==> src/rtl/imm_inst_encoder.sv <==
// imm_inst_encoder
//   Packs opcode/register fields and a 32-bit immediate into an RV32I instruction
//   word (R/I/S/B/U/J layouts). Also expands the LI pseudo-op into ADDI, LUI, or
//   LUI followed by ADDI. Unencodable requests produce a single NOP_INST word
//   flagged with out_err.
//
// Ports
//   clk, rst_n              clock (rising edge), asynchronous active-low reset
//   in_valid / in_ready     request handshake
//   in_fmt                  0=R 1=I 2=S 3=B 4=U 5=J 6=LI 7=reserved
//   in_opcode, in_funct3,
//   in_funct7               instruction fields
//   in_rd, in_rs1, in_rs2   register fields
//   in_imm                  immediate in byte-offset/value form
//   out_valid / out_ready   output handshake
//   out_inst                encoded word (registered)
//   out_last                final beat of the current request
//   out_err                 request was unencodable; out_inst = NOP_INST
module imm_inst_encoder #(
   parameter logic [31:0] NOP_INST = 32'h00000013
) (
   input  logic        clk,
   input  logic        rst_n,
   input  logic        in_valid,
   output logic        in_ready,
   input  logic [2:0]  in_fmt,
   input  logic [6:0]  in_opcode,
   input  logic [2:0]  in_funct3,
   input  logic [6:0]  in_funct7,
   input  logic [4:0]  in_rd,
   input  logic [4:0]  in_rs1,
   input  logic [4:0]  in_rs2,
   input  logic [31:0] in_imm,
   output logic        out_valid,
   input  logic        out_ready,
   output logic [31:0] out_inst,
   output logic        out_last,
   output logic        out_err
);

   localparam logic [6:0] OpLui  = 7'b0110111;
   localparam logic [6:0] OpImm  = 7'b0010011;
   localparam logic [2:0] F3Addi = 3'b000;

   typedef enum logic [1:0] {StIdle, StBeat, StBeat2} state_e;

   state_e      state_q, state_d;
   logic [31:0] inst_q, beat2_q;
   logic        last_q, err_q;

   logic        accept;
   logic        load_first, load_second;

   // Combinational encoder outputs for the request currently on the input side.
   logic [31:0] enc_inst, enc_beat2;
   logic        enc_last, enc_err;

   logic        fits_i, fits_b, fits_j, is_shift;
   logic [19:0] li_hi;

   //---------------------------------------------------------------------------
   // Encoder
   //---------------------------------------------------------------------------
   always_comb begin
      // Sign-extension range checks: all upper bits equal to the top kept bit.
      fits_i   = (in_imm[31:11] == {21{in_imm[11]}});
      fits_b   = (in_imm[31:12] == {20{in_imm[12]}}) && !in_imm[0];
      fits_j   = (in_imm[31:20] == {12{in_imm[20]}}) && !in_imm[0];
      is_shift = (in_opcode == OpImm) && ((in_funct3 == 3'b001) || (in_funct3 == 3'b101));
      // Round hi up when lo will be sign-extended negative by ADDI.
      li_hi    = in_imm[31:12] + {19'd0, in_imm[11]};

      enc_inst  = NOP_INST;
      enc_beat2 = '0;
      enc_last  = 1'b1;
      enc_err   = 1'b0;

      case (in_fmt)
         3'd0: enc_inst = {in_funct7, in_rs2, in_rs1, in_funct3, in_rd, in_opcode};
         3'd1: begin
            if (is_shift) begin
               if (in_imm[31:5] == '0) begin
                  enc_inst = {in_funct7, in_imm[4:0], in_rs1, in_funct3, in_rd, in_opcode};
               end else begin
                  enc_err = 1'b1;
               end
            end else if (fits_i) begin
               enc_inst = {in_imm[11:0], in_rs1, in_funct3, in_rd, in_opcode};
            end else begin
               enc_err = 1'b1;
            end
         end
         3'd2: begin
            if (fits_i) begin
               enc_inst = {in_imm[11:5], in_rs2, in_rs1, in_funct3, in_imm[4:0], in_opcode};
            end else begin
               enc_err = 1'b1;
            end
         end
         3'd3: begin
            if (fits_b) begin
               enc_inst = {in_imm[12], in_imm[10:5], in_rs2, in_rs1, in_funct3,
                           in_imm[4:1], in_imm[11], in_opcode};
            end else begin
               enc_err = 1'b1;
            end
         end
         3'd4: begin
            if (in_imm[11:0] == '0) begin
               enc_inst = {in_imm[31:12], in_rd, in_opcode};
            end else begin
               enc_err = 1'b1;
            end
         end
         3'd5: begin
            if (fits_j) begin
               enc_inst = {in_imm[20], in_imm[10:1], in_imm[11], in_imm[19:12], in_rd,
                           in_opcode};
            end else begin
               enc_err = 1'b1;
            end
         end
         3'd6: begin
            if (li_hi == '0) begin
               enc_inst = {in_imm[11:0], 5'd0, F3Addi, in_rd, OpImm};
            end else if (in_imm[11:0] == '0) begin
               enc_inst = {li_hi, in_rd, OpLui};
            end else begin
               enc_inst  = {li_hi, in_rd, OpLui};
               enc_beat2 = {in_imm[11:0], in_rd, F3Addi, in_rd, OpImm};
               enc_last  = 1'b0;
            end
         end
         default: enc_err = 1'b1;
      endcase
   end

   //---------------------------------------------------------------------------
   // FSM: state register
   //---------------------------------------------------------------------------
   always_ff @(posedge clk or negedge rst_n) begin
      if (!rst_n) begin
         state_q <= StIdle;
      end else begin
         state_q <= state_d;
      end
   end

   //---------------------------------------------------------------------------
   // FSM: next state
   //---------------------------------------------------------------------------
   always_comb begin
      state_d     = state_q;
      load_first  = 1'b0;
      load_second = 1'b0;
      case (state_q)
         StIdle: begin
            if (accept) begin
               state_d    = StBeat;
               load_first = 1'b1;
            end
         end
         StBeat: begin
            if (out_ready) begin
               if (!last_q) begin
                  state_d     = StBeat2;
                  load_second = 1'b1;
               end else if (accept) begin
                  load_first = 1'b1;
               end else begin
                  state_d = StIdle;
               end
            end
         end
         StBeat2: begin
            if (out_ready) begin
               if (accept) begin
                  state_d    = StBeat;
                  load_first = 1'b1;
               end else begin
                  state_d = StIdle;
               end
            end
         end
         default: state_d = StIdle;
      endcase
   end

   //---------------------------------------------------------------------------
   // FSM: outputs
   //---------------------------------------------------------------------------
   always_comb begin
      out_valid = (state_q != StIdle);
      in_ready  = !out_valid || (out_ready && last_q);
      accept    = in_valid && in_ready;
      out_inst  = inst_q;
      out_last  = last_q;
      out_err   = err_q;
   end

   //---------------------------------------------------------------------------
   // Output word registers
   //---------------------------------------------------------------------------
   always_ff @(posedge clk or negedge rst_n) begin
      if (!rst_n) begin
         inst_q  <= '0;
         beat2_q <= '0;
         last_q  <= 1'b0;
         err_q   <= 1'b0;
      end else if (load_first) begin
         inst_q  <= enc_inst;
         beat2_q <= enc_beat2;
         last_q  <= enc_last;
         err_q   <= enc_err;
      end else if (load_second) begin
         inst_q <= beat2_q;
         last_q <= 1'b1;
         err_q  <= 1'b0;
      end
   end

endmodule

==> config.mk <==
export PLATFORM = sky130hd
export DESIGN_NAME = imm_inst_encoder
export DESIGN_NICKNAME = d
export VERILOG_FILES = /design/src/rtl/imm_inst_encoder.sv
export SDC_FILE = /design/constraint.sdc
export NUM_CORES = 1
export LEC_CHECK = 0
export BUFFER_PORTS_ARGS = -buffer_cell sky130_fd_sc_hd__buf_2
export CORE_ASPECT_RATIO = 0.9
export CORE_MARGIN = 8
export CORE_UTILIZATION = 54
export DETAILED_ROUTE_END_ITERATION = 6
export HOLD_SLACK_MARGIN = 0.08
export PLACE_DENSITY_LB_ADDON = 0.3
export SYNTH_ARGS = -nofsm -noshare
export SYNTH_HDL_FRONTEND = slang
export SYNTH_SLANG_ARGS = --single-unit
export TNS_END_PERCENT = 5
==> constraint.sdc <==
create_clock -name clk -period 2.8 [get_ports clk]
set_input_delay 0 -clock clk [delete_from_list [all_inputs] [get_ports clk]]
set_output_delay 0 -clock clk [all_outputs]
set_load 0.02 [all_outputs]
==> impl_metrics.csv <==
group,metric,value,unit
setup_path,crit_slowest_cell,"sky130_fd_sc_hd__or3b_2",
placement,place_congestion,0.989,
final_layout,finish.net_count,716,
timing,setup_viol_count_final,0,
yosys,post_synthesis_share_of_cell_area_spent_on_and_or_nand_and_nor_gates,0.271,
timing,slew_headroom,0.339,
clock_tree,tritoncts,"yes",
global_route,all_layer_global_routing_usage,0.300,
yosys,synth_async_sr_flop_share,1.00,
final_layout,diodes,0,
timing,timing_worst_slew_pin_value,0.992,ns
power,leakage,0.00241,uW
yosys,synth-edff-count,0,
clock_tree,clock_latency,0.31,ns
global_route,maximum_number_of_pins_on_one_net_before_global_route_repair,43,
detailed_routing,met2_wirelength,7.43,mm
power,power_report.internal_total,1930,uW
floorplan,floorplan.die.width,107,um
yosys,synth-compound-area-share,0.292,
global_route,grt_pass1_vias,4840,
timing,finalWorstPathRequiredPeriod,2.62,ns
timing,finalCritPeriodShare,0.936,
yosys,ys_dominant_reg_cell,"sky130_fd_sc_hd__dfrtp_1",
placement,detailedPlacementHpwl,11.8,mm
power,p_switching,1590,uW
power,peakVddDrop,0.000448,V
yosys,ys_warn_count,0,
yosys,synth_sequential_area_ratio,0.334,
final_layout,drive_above_1_share,0.251,
yosys,synth_seq_cells,54,
final_layout,syn_to_final_growth,29.3,%
yosys,post_synth_instance_area,4050,um2
setup_path,crit_required,2.99,ns
detailed_routing,wl_met1,6.17,mm
power,clkPwrFrac,0.134,
detailed_routing,residual_drc,0,
run_status,outcome,"finished clean",
yosys,post_synth_inst_count,493,
yosys,yosys.area_share.xor_xnor,0.0195,
clock_tree,cts.htree.levels,2,
detailed_routing,number_of_vias_per_cell,6.60,
floorplan,initial_utilization,0.548,
floorplan,floorplan.io_pins,107,
floorplan,core_outline_area,7390,um2
yosys,ys_types,71,
detailed_routing,drt-pass1-iter-count,5,
yosys,synth_mux_area_frac,0.00741,
detailed_routing,wl,15.9,mm
global_route,grt_pass1_wl,25.6,mm
setup_path,cp.buffers_inverters,2,
timing,worst_clock_skew,0.0120,ns
clock_tree,clk_transition_reported_paths,0.11,ns
final_layout,mostFrequentLayoutCell,"sky130_fd_sc_hd__buf_2",
yosys,synth.net_count,572,
power,power_per_cell_area,673,nW/um2
timing,hold_viol_final,0,
detailed_routing,route.detailed.wl_per_inst,21.7,um
floorplan,die_height,98.2,um
global_route,globalRoute.totalOverflow,0,
detailed_routing,antenna_violating_nets_post_route,0,
global_route,grt_antenna_before_repair,0,
min_path,min_path_type,"input pin to flop",
detailed_routing,via_count,4845,
detailed_routing,drtIter0Drc,455,
timing,unrepaired_setup_endpoints_after_global_routing,"false",
detailed_routing,highest-signal-layer,"met4",
final_layout,most-common-layout-cells,"sky130_fd_sc_hd__buf_2, sky130_fd_sc_hd__dfrtp_1, sky130_fd_sc_hd__nand2_1",
final_layout,final_cell_count_no_fill,734,
clock_tree,clock_sink_count,54,
setup_path,cp_max_fo,8,
clock_tree,ctsLongestPathBuffers,2,
power,power.total,3520,uW
power,power.switching_fraction,0.451,
clock_tree,tritoncts.num_buffers,5,
floorplan,floorplan.rows,30,
timing,final-max-slew-violation-count,0,
run,max_cap_viol_count,0,
yosys,largest_family_of_logic_cells_by_synthesized_area,"compound AO/OA/AOI/OAI gates",
setup_path,cpLargestDelayFamily,"compound AO/OA/AOI/OAI gates",
placement,placed_cells_incl_taps,691,
timing,fmax,0.381,GHz
setup_path,critPathLaunchType,"flop",
power,power.combinational.fraction,0.524,
setup_path,cp_cell_sequence,"inv_1 > ha_1 > a31oi_1 > or3b_2 > inv_1 > a21oi_1 > a221oi_1 > o21ai_0 > a221oi_1 > nor3_1",
yosys,syn-mean-instance-area,8.22,um2
detailed_routing,met3_length,1.78,mm
setup_path,end_kind,"flop",
floorplan,area_of_the_die,10500,um2
setup_path,arrival_time_reported_for_the_critical_path_endpoint,2.81,ns
yosys,synth_fa_ha_area_frac,0.0247,
timing,final.setup.tns,0,ns
setup_path,slowest_delay,0.54,ns
setup_path,criticalPathCategory,"flop to flop",
placement,placement.io_buffers,106,
power,power_frac_seq,0.342,
clock_tree,root_buffer,"sky130_fd_sc_hd__clkbuf_8",
[per-layer routing]
| layer | track usage | up-vias |
|---|---|---|
| li1 | - | 2165 |
| met1 | 0.381 | 2300 |
| met2 | 0.478 | 327 |
| met3 | 0.0731 | 53 |
| met4 | 0.108 | 0 |
| met5 | 0 | - |
[state kept, by name, summed over array words and instances (netlist names)]
register  flops
beat2_q      18
out_inst     32
out_err       1
out_last      1
state_q       2
[cell families after synthesis]
logic type / Yosys count
AO/OA/AOI/OAI: 166
XOR/XNOR: 9
adder cells (fa/ha/maj): 8
buffers and inverters: 49
flip-flops: 54
multiplexers: 3
AND/OR/NAND/NOR: 204
[repair_timing]
item / 4_1_cts / 5_1_grt
hold endpoints to repair: 83 / 0
hold buffers: 35 / 0
buffers inserted: 0 / 0
endpoints found under the setup margin: 0 / 10
resized for setup: 0 / 2
[stage by stage]
stage	hold slack, ns	instance area [um2]	setup WS, ns	util
6_report	0.0873	5240	0.178	0.708
5_1_grt	0.106	5240	0.0376	0.708
4_1_cts	0.0836	5230	0.0791	0.708
3_5_place_dp	0.180	4780	0.0200	0.647
3_3_place_gp	0.168	4780	0.0824	0.647
2_1_floorplan	-0.296	4050	0.283	-
[cells in the mapped netlist (all sizes together), types with 9 or more instances]
| library cell | instances | area, um2 |
|---|---|---|
| a21oi | 30 | 150 |
| and3 | 10 | 62.6 |
| inv | 12 | 45.0 |
| a221oi | 10 | 87.6 |
| clkbuf | 24 | 90.1 |
| nor2 | 47 | 176 |
| dfrtp | 54 | 1350 |
| nor4 | 14 | 109 |
| nand2 | 48 | 180 |
| nor3 | 14 | 70.1 |
| buf | 12 | 68.8 |
| o21ai | 40 | 200 |
| nand4 | 14 | 109 |
| nand3 | 19 | 100 |
| a221o | 9 | 90.1 |
| a22o | 18 | 158 |
[final timing paths]
kind / startpoint / to / slack [ns] / depth (start not counted)
min in group asynchronous: rst_n / state_q[0] / 0.38 / 2
worst min register to register: beat2_q[4] / beat2_q[4] / 0.49 / 1
worst max-delay path: state_q[0] / out_inst[21] / 0.18 / 10
worst max register to register: state_q[0] / out_inst[21] / 0.18 / 10
max in group asynchronous: rst_n / beat2_q[25] / 1.73 / 3
worst min-delay path: in_funct7[2] / out_inst[27] / 0.09 / 4
[power by group through the flow]
| stage | Clock (uW) | Combinational [uW] | Sequential [uW] |
|---|---|---|---|
| floorplan | 0 | 858 | 1450 |
| global placement | 0 | 1730 | 1200 |
| detailed placement | 0 | 1770 | 1210 |
| CTS | 480 | 1810 | 1190 |
| global route | 496 | 2000 | 1230 |
| finish | 472 | 1850 | 1210 |
[tightest hold or removal path: stages]
cell	delay (ns)
sky130_fd_sc_hd__buf_2	0.08
sky130_fd_sc_hd__a22o_1	0.15
sky130_fd_sc_hd__a221oi_1	0.07
sky130_fd_sc_hd__o21ai_1	0.07
[final cells by class]
cell class | count | area, um2
clock buffers | 6 | 82.6
fillers | 586 | 2160
repair buffers | 173 | 1120
inverters | 13 | 48.8
clock inverters | 2 | 16.3
well taps | 96 | 120
multi-input cells | 390 | 2490
flip-flops and latches | 54 | 1350
Power figures use the tool's default switching activity.
